==> src/rtl/spi_memory_master_if.sv <==
// Command-side bus of the SPI memory master: the fabric raises a command,
// the master reports progress and returns the captured read byte.
interface spi_memory_master_if;
    logic       start;
    logic       rw;
    logic [6:0] addr;
    logic [7:0] wdata;
    logic       busy;
    logic       done;
    logic [7:0] rdata;

    modport master (
        output start, rw, addr, wdata,
        input  busy, done, rdata
    );

    modport slave (
        input  start, rw, addr, wdata,
        output busy, done, rdata
    );
endinterface

==> src/rtl/spi_memory_master.sv <==
// Mode-0 SPI master that sends one 16-bit frame {addr, rw, data} per command
// and returns the second MISO byte of a read frame on rdata.
module spi_memory_master #(
    parameter int CLK_DIV = 4
) (
    input  logic                       clk,
    input  logic                       reset_n,
    spi_memory_master_if.slave         cmd,
    output logic                       sclk_pin,
    output logic                       cs_pin,
    output logic                       mosi_pin,
    input  logic                       miso_pin
);

    typedef enum logic [2:0] {
        IDLE,
        SETUP,
        SCLK_HI,
        SCLK_LO,
        GAP,
        DONE
    } state_t;

    localparam logic [7:0] DIV_LAST = 8'(CLK_DIV - 1);

    state_t      state_q, state_d;
    logic [7:0]  div_cnt_q, div_cnt_d;
    logic [3:0]  bit_cnt_q, bit_cnt_d;
    logic        last_bit_q, last_bit_d;
    logic [15:0] shift_q, shift_d;
    logic [15:0] rx_q, rx_d;
    logic        is_read_q, is_read_d;
    logic        busy_q, busy_d;
    logic        done_q, done_d;
    logic [7:0]  rdata_q, rdata_d;
    logic        sclk_q, sclk_d;
    logic        cs_q, cs_d;
    logic        mosi_q, mosi_d;
    logic        div_end;

    assign div_end = (div_cnt_q == DIV_LAST);

    // Every phase of the frame lasts CLK_DIV cycles; div_cnt times the phase.
    always_comb begin
        state_d    = state_q;
        div_cnt_d  = div_cnt_q;
        bit_cnt_d  = bit_cnt_q;
        last_bit_d = last_bit_q;
        shift_d    = shift_q;
        rx_d       = rx_q;
        is_read_d  = is_read_q;
        busy_d     = busy_q;
        done_d     = 1'b0;
        rdata_d    = rdata_q;
        sclk_d     = sclk_q;
        cs_d       = cs_q;
        mosi_d     = mosi_q;

        case (state_q)
            IDLE: begin
                if (cmd.start) begin
                    shift_d    = {cmd.addr, cmd.rw, (cmd.rw ? 8'h00 : cmd.wdata)};
                    is_read_d  = cmd.rw;
                    busy_d     = 1'b1;
                    cs_d       = 1'b0;
                    mosi_d     = cmd.addr[6];
                    div_cnt_d  = 8'd0;
                    bit_cnt_d  = 4'd0;
                    last_bit_d = 1'b0;
                    state_d    = SETUP;
                end
            end

            SETUP: begin
                if (div_end) begin
                    div_cnt_d = 8'd0;
                    sclk_d    = 1'b1;
                    state_d   = SCLK_HI;
                end else begin
                    div_cnt_d = div_cnt_q + 8'd1;
                end
            end

            // MISO is taken just before the falling edge; MOSI moves on that edge.
            SCLK_HI: begin
                if (div_end) begin
                    div_cnt_d  = 8'd0;
                    rx_d       = {rx_q[14:0], miso_pin};
                    bit_cnt_d  = bit_cnt_q + 4'd1;
                    last_bit_d = (bit_cnt_q == 4'd15);
                    shift_d    = {shift_q[14:0], 1'b0};
                    mosi_d     = shift_q[14];
                    sclk_d     = 1'b0;
                    state_d    = SCLK_LO;
                end else begin
                    div_cnt_d = div_cnt_q + 8'd1;
                end
            end

            SCLK_LO: begin
                if (div_end) begin
                    div_cnt_d = 8'd0;
                    if (last_bit_q) begin
                        cs_d    = 1'b1;
                        mosi_d  = 1'b0;
                        state_d = GAP;
                    end else begin
                        sclk_d  = 1'b1;
                        state_d = SCLK_HI;
                    end
                end else begin
                    div_cnt_d = div_cnt_q + 8'd1;
                end
            end

            GAP: begin
                if (div_end) begin
                    div_cnt_d = 8'd0;
                    busy_d    = 1'b0;
                    done_d    = 1'b1;
                    if (is_read_q) begin
                        rdata_d = rx_q[7:0];
                    end
                    state_d = DONE;
                end else begin
                    div_cnt_d = div_cnt_q + 8'd1;
                end
            end

            DONE: begin
                last_bit_d = 1'b0;
                state_d    = IDLE;
            end

            default: begin
                state_d = IDLE;
            end
        endcase
    end

    // Reset abandons any frame at once: CS rises and SCLK drops without a clock.
    always_ff @(posedge clk or negedge reset_n) begin
        if (!reset_n) begin
            state_q    <= IDLE;
            div_cnt_q  <= 8'd0;
            bit_cnt_q  <= 4'd0;
            last_bit_q <= 1'b0;
            shift_q    <= 16'h0000;
            rx_q       <= 16'h0000;
            is_read_q  <= 1'b0;
            busy_q     <= 1'b0;
            done_q     <= 1'b0;
            rdata_q    <= 8'h00;
            sclk_q     <= 1'b0;
            cs_q       <= 1'b1;
            mosi_q     <= 1'b0;
        end else begin
            state_q    <= state_d;
            div_cnt_q  <= div_cnt_d;
            bit_cnt_q  <= bit_cnt_d;
            last_bit_q <= last_bit_d;
            shift_q    <= shift_d;
            rx_q       <= rx_d;
            is_read_q  <= is_read_d;
            busy_q     <= busy_d;
            done_q     <= done_d;
            rdata_q    <= rdata_d;
            sclk_q     <= sclk_d;
            cs_q       <= cs_d;
            mosi_q     <= mosi_d;
        end
    end

    assign cmd.busy  = busy_q;
    assign cmd.done  = done_q;
    assign cmd.rdata = rdata_q;
    assign sclk_pin  = sclk_q;
    assign cs_pin    = cs_q;
    assign mosi_pin  = mosi_q;

endmodule

==> src/flat_wrapper.sv <==
// flat-port wrapper written by rule: the top's interface ports become plain ports
module spi_memory_master_flat 
#(
    parameter int CLK_DIV = 4
)
  (clk, reset_n, sclk_pin, cs_pin, mosi_pin, miso_pin, cmd_start, cmd_rw, cmd_addr, cmd_wdata, cmd_busy, cmd_done, cmd_rdata);
  spi_memory_master_if cmd_i ();
  input  logic clk;
  input  logic reset_n;
  output logic sclk_pin;
  output logic cs_pin;
  output logic mosi_pin;
  input  logic miso_pin;
  input wire logic [$bits(cmd_i.start)-1:0] cmd_start;
  input wire logic [$bits(cmd_i.rw)-1:0] cmd_rw;
  input wire logic [$bits(cmd_i.addr)-1:0] cmd_addr;
  input wire logic [$bits(cmd_i.wdata)-1:0] cmd_wdata;
  output wire logic [$bits(cmd_i.busy)-1:0] cmd_busy;
  output wire logic [$bits(cmd_i.done)-1:0] cmd_done;
  output wire logic [$bits(cmd_i.rdata)-1:0] cmd_rdata;
  assign cmd_i.start = cmd_start;
  assign cmd_i.rw = cmd_rw;
  assign cmd_i.addr = cmd_addr;
  assign cmd_i.wdata = cmd_wdata;
  assign cmd_busy = cmd_i.busy;
  assign cmd_done = cmd_i.done;
  assign cmd_rdata = cmd_i.rdata;
  spi_memory_master #(.CLK_DIV(CLK_DIV)) u_core (.clk(clk), .reset_n(reset_n), .cmd(cmd_i), .sclk_pin(sclk_pin), .cs_pin(cs_pin), .mosi_pin(mosi_pin), .miso_pin(miso_pin));
endmodule
==> config.mk <==
export PLATFORM = sky130hd
export DESIGN_NAME = spi_memory_master_flat
export DESIGN_NICKNAME = d
export VERILOG_FILES = /design/src/rtl/spi_memory_master_if.sv /design/src/rtl/spi_memory_master.sv /design/src/flat_wrapper.sv
export SDC_FILE = /design/constraint.sdc
export NUM_CORES = 1
export LEC_CHECK = 0
export BUFFER_PORTS_ARGS = -buffer_cell sky130_fd_sc_hd__buf_4
export CORE_MARGIN = 1.5
export CORE_UTILIZATION = 51
export DETAILED_ROUTE_END_ITERATION = 10
export GPL_TIMING_DRIVEN = 0
export PLACE_DENSITY = 0.8
export SYNTH_ARGS = -nofsm -noshare
export SYNTH_HDL_FRONTEND = slang
export SYNTH_SLANG_ARGS = --single-unit
==> constraint.sdc <==
create_clock -name clk -period 1.85 [get_ports clk]
set_clock_uncertainty 0.15 [all_clocks]
set_input_delay 0.37 -clock clk [delete_from_list [all_inputs] [get_ports clk]]
set_output_delay 0.37 -clock clk [all_outputs]
set_load 0.02 [all_outputs]
---- Word-level counts from Yosys, hierarchy flattened ----
Index checks and enable logic that the tools add are counted.
W data, S select, Z words.
word-level totals
  flip-flop bits (word level) ............. 53
  latch bits .............................. 0
  RAM bits ................................ 0
  ROM bits ................................ 0
  output and inout port bits .............. 13
  word-level logic and storage cells ...... 86
  memories ................................ 0
operators by class
  $add $sub $neg .......................... 2
  multipliers ............................. 0
  div/mod/pow operators ................... 0
  $lt $le $gt $ge ......................... 0
  equality and inequality tests ........... 14
  shift operators ......................... 0
  multiplexer cells ....................... 37
  bitwise gates (word level) .............. 0
  reduce and logical (&&, ||, !) cells .... 20
operator list
  operator               number
  $mux W15               2
  $pmux W15 S2           1
  $mux W8                3
  $mux W3                6
  $pmux W8 S2            1
  $mux W1                15
  $pmux W3 S5            1
  $reduce_and A5 Y1      3
  $reduce_and A3 Y1      4
  $ne A2 B1 Y1 const B   5
  $pmux W1 S3            3
  $reduce_bool A3 Y1     3
  $add A8 B1 Y8 const B  1
  $eq A8 B2 Y1 const B   1
  $mux W4                2
  $pmux W4 S2            1
  $reduce_bool A2 Y1     4
  $eq A3 B2 Y1 const B   2
  $eq A3 B3 Y1 const B   2
  $reduce_and A2 Y1      3
  $add A4 B1 Y4 const B  1
  $eq A4 B4 Y1 const B   1
  $ne A2 B2 Y1 const B   2
  $pmux W1 S2            2
  4 further kinds        4

---- Logic depth before layout (Yosys ltp) ----
  depth after elaboration ................. 4
  gate-level depth with buffers ........... 7
  mapped depth without buffers ............ 5

---- Worst setup path after synthesis ----
Ideal clock, no wire load.
  path type ............................... register to register
  start point ............................. register u_core.div_cnt_q[0]
  end point ............................... register u_core.rdata_q[0], in the netlist u_core.cmd.rdata[0]
  data arrival time ....................... 1.686 ns
  required time ........................... 1.575 ns
  path slack .............................. -0.111 ns
  cell stages (with the launch flop) ...... 7
  clock period less this slack ............ 1.961 ns
  path through ............................ dfrtp_1 ha_1 nor4b_4 and2_1 buf_4 nand4_4 mux2_2
on the way
  longest elaborated chain between the ends .. 2
ends and longest elaborated chain
  what                         RTL line                  RTL
  from (decl)                  spi_memory_master.sv:27   logic [7:0] div_cnt_q, div_cnt_d;
  from (signal assigned)       spi_memory_master.sv:159  div_cnt_q <= div_cnt_d;
  $eq A8 B2 Y1                 spi_memory_master.sv:41   assign div_end = (div_cnt_q == DIV_LAST);
  $reduce_and A3 Y1 (no line)  n/a
  to (signal assigned)         spi_memory_master.sv:167  rdata_q <= rdata_d;
  to (decl)                    spi_memory_master.sv:35   logic [7:0] rdata_q, rdata_d;
Every way passes these cells.
A chain may end at the register's enable or synchronous reset.

---- Worst setup path in the final report ----
Same ends and word-level chain as after synthesis.

==> results.tsv <==
stage	metric	value	unit
place	port_buffers	31	
cells_and_area	mostFrequentLayoutCell	buf_4	
clocking	cts_root_buffer	clkbuf_8	
synth	ys_warn_count	0	
place	gp_congestion	0.8231	
cells_and_area	diodes	0	
cells_and_area	multi_input_area	1212	sq um
power_and_ir_drop	ir_worst_vdd	0.4554	mV
clocking	clock_latency	320	ps
routing	initialDrtViolationCount	129	
place	detailedPlace.worstSlack	-504.6	ps
synth	netlist_area	2492	sq um
timing	setup_ws	-9.462	ps
timing	drv_slew	0	
timing	finalHoldViolations	0	
cells_and_area	regArea	1334	sq um
floorplan	io_pins	33	
worst_setup_path	crit_path_max_fanout	8	
grt	antenna_found_initial	0	
job	cap_violations	0	
clocking	cts_buffers	5	
timing	setup_viol	1	
synth	ys.flop_type	dfrtp_1	
run_status	status	finished, violations left	
cells_and_area	nNetsFinal	318	
synth	ys_ff_latch	53	
synth	yosysTopAreaCell	dfrtp_1	
timing	period_share	1.005	
run_status	violations	setup timing	
floorplan	core_area	4723	sq um
grt	overflow	0	
synth	synth_top_area_frac	0.5221	
routing	via_count	2048	
routing	via_per_inst	5.626	
cells_and_area	layout_common_cells	buf_4, dfrtp_1, nand2_1	
timing	setup_tns	-9.462	ps
worst_setup_path	critical_path_class	register to register	
synth	synth_nets	263	
grt	first_global_vias	1859	
worst_hold_path	min_path_type	input pin to register	
clocking	cts_sinks	53	
routing	wl	5.545	mm
floorplan	start_util	0.5277	
synth	synth_area_leaders	dfrtp_1, nand2_1, mux2_2, mux2i_1, a221o_1	
clocking	htreeDepth	2	
grt	grt_max_degree	54	
synth	avgSynthCellArea	10.34	sq um
grt	grt_usage	0.2101	
cells_and_area	drive_gt1_frac	0.3468	
worst_setup_path	cp.required	1910	ps
worst_setup_path	startpoint_type	register	
routing	remaining_drc_errors	0	
clocking	cts_tree	built	
timing	period_minus_slack	1859	ps
floorplan	row_count	25	
timing	worst_pin_slew	660.1	ps
worst_setup_path	cp-end-kind	register	
routing	drt_first_pass_iters	4	
cells_and_area	num-fill-cells	364	
grt	grt_pass1_wl	8.535	mm
floorplan	dieArea	5315	sq um
floorplan	dieHeight	72.91	um
cells_and_area	postLayoutCellArea	3214	sq um
synth	syn_inst	241	
timing	max_slew_margin	0.5599	
power_and_ir_drop	p_per_area	605.9	nW/um^2
synth	ys_types	44	
power_and_ir_drop	leakagePower	0.001506	uW
place	placed_area	2814	sq um
routing	drt-wirelength-per-cell	15.23	um
timing	max_freq	537.8	MHz
synth	synth_seq_area_share	0.5326	
timing	rsz0062_at_grt	true	
synth	synth_edf_count	0	
cells_and_area	syn2layout_area_growth	28.97	%
worst_setup_path	worstPathArrival	1920	ps
power_and_ir_drop	totalPowerFinal	1948	uW
floorplan	die_w	72.91	um
synth	async_reset_ff_frac	1.000	
clocking	cts.reportedPaths.clkPinSlew	100	ps
clocking	clockBufferDepth	2	
place	dp_hpwl	3.412	mm
routing	ant_nets	0	
worst max-delay path, cell delays in order (launching register included):
cell	delay, ps
dfrtp_2	410
ha_4	140
nor4b_4	190
buf_6	180
and2_4	170
nand4_4	160
mux2_4	350
cell usage after synthesis, types with 4 or more instances:
cell      number
dfrtp_1       52
nand2_1       47
o21ai_0       14
mux2_2         9
nor2_1         9
and3_1         8
mux2i_1        8
a21oi_1        7
a221o_1        7
clkbuf_1       7
nand3_1        7
a31oi_1        6
buf_2          5
inv_1          5
nand4_1        5
xnor2_1        4
per-stage QoR:
| step | hold WS, ps | utilization | std cells |
|---|---|---|---|
| 6_report | 94.59 | 0.6805 | 364 |
| 5_1_grt | 112.0 | 0.6805 | 364 |
| 4_1_cts | 92.01 | 0.6522 | 359 |
| 3_5_place_dp | 297.8 | 0.5958 | 339 |
| 3_3_place_gp | 297.2 | 0.5958 | 339 |
| 2_1_floorplan | -75.59 | - | 241 |
final timing paths:
kind                                startpoint             endpoint  slack (ps)  cells past startpoint
max                        u_core.div_cnt_q[0]  u_core.cmd.rdata[0]          -9                      6
min                                   miso_pin       u_core.rx_q[0]          90                      3
max reg2reg                u_core.div_cnt_q[0]  u_core.cmd.rdata[0]          -9                      6
min reg2reg                      u_core.cs_pin        u_core.cs_pin         320                      2
max in group asynchronous              reset_n    u_core.state_q[1]         610                      2
min in group asynchronous              reset_n      u_core.cmd.done         480                      2
state kept, by name (all words and copies together) (netlist names):
register / count
u_core.bit_cnt_q: 4
u_core.cmd.busy: 1
u_core.cmd.done: 1
u_core.cmd.rdata: 8
u_core.cs_pin: 1
u_core.div_cnt_q: 8
u_core.is_read_q: 1
u_core.last_bit_q: 1
u_core.mosi_pin: 1
u_core.rx_q: 8
u_core.sclk_pin: 1
u_core.shift_q: 15
u_core.state_q: 3
layout make-up:
cell class              count  area share
flip-flops and latches     53      0.4149
multi-input cells         170      0.3772
repair buffers             50      0.1187
plain buffers              11     0.02764
well taps                  67     0.02608
clock buffers               5     0.02141
clock inverters             3    0.008174
inverters                   5    0.005839
cells by family (layout without fill, tap and decap cells):
group | after synthesis | count (layout) | synth area share
DFF | 53 | 53 | 0.5326
muxes | 17 | 17 | 0.07279
AOI/OAI and AO/OA | 49 | 49 | 0.1315
buffers and inverters | 18 | 74 | 0.03113
adders and majority gates | 2 | 2 | 0.01004
xor gates and xnor gates | 5 | 5 | 0.01757
and+or+nand+nor | 97 | 97 | 0.2043
report_power, final:
group	internal (uW)	total, uW	switching, uW	leakage, uW
clock	276	688	412	0.0000423
sequential	1170	1180	8.80	0.000671
combinational	38.5	81.6	43.1	0.000792
total	1480	1950	464	0.00151
layer usage:
metal,track usage,share of wire,up-vias
li1,-,-,982
met1,0.2851,0.44,1003
met2,0.3323,0.50,54
met3,0.03453,0.037,9
met4,0.09644,0.017,0
met5,0,0,-
timing repair:
item | in CTS | in global routing
buffers inserted | 11 | 7
pin swaps | 4 | 6
hold buffers | 1 | 0
endpoints found under the hold margin | 52 | 0
cloned | 0 | 0
endpoints found under the setup margin | 49 | 48
resized for setup | 20 | 29
Note: power is estimated with default switching activity, not from simulation.
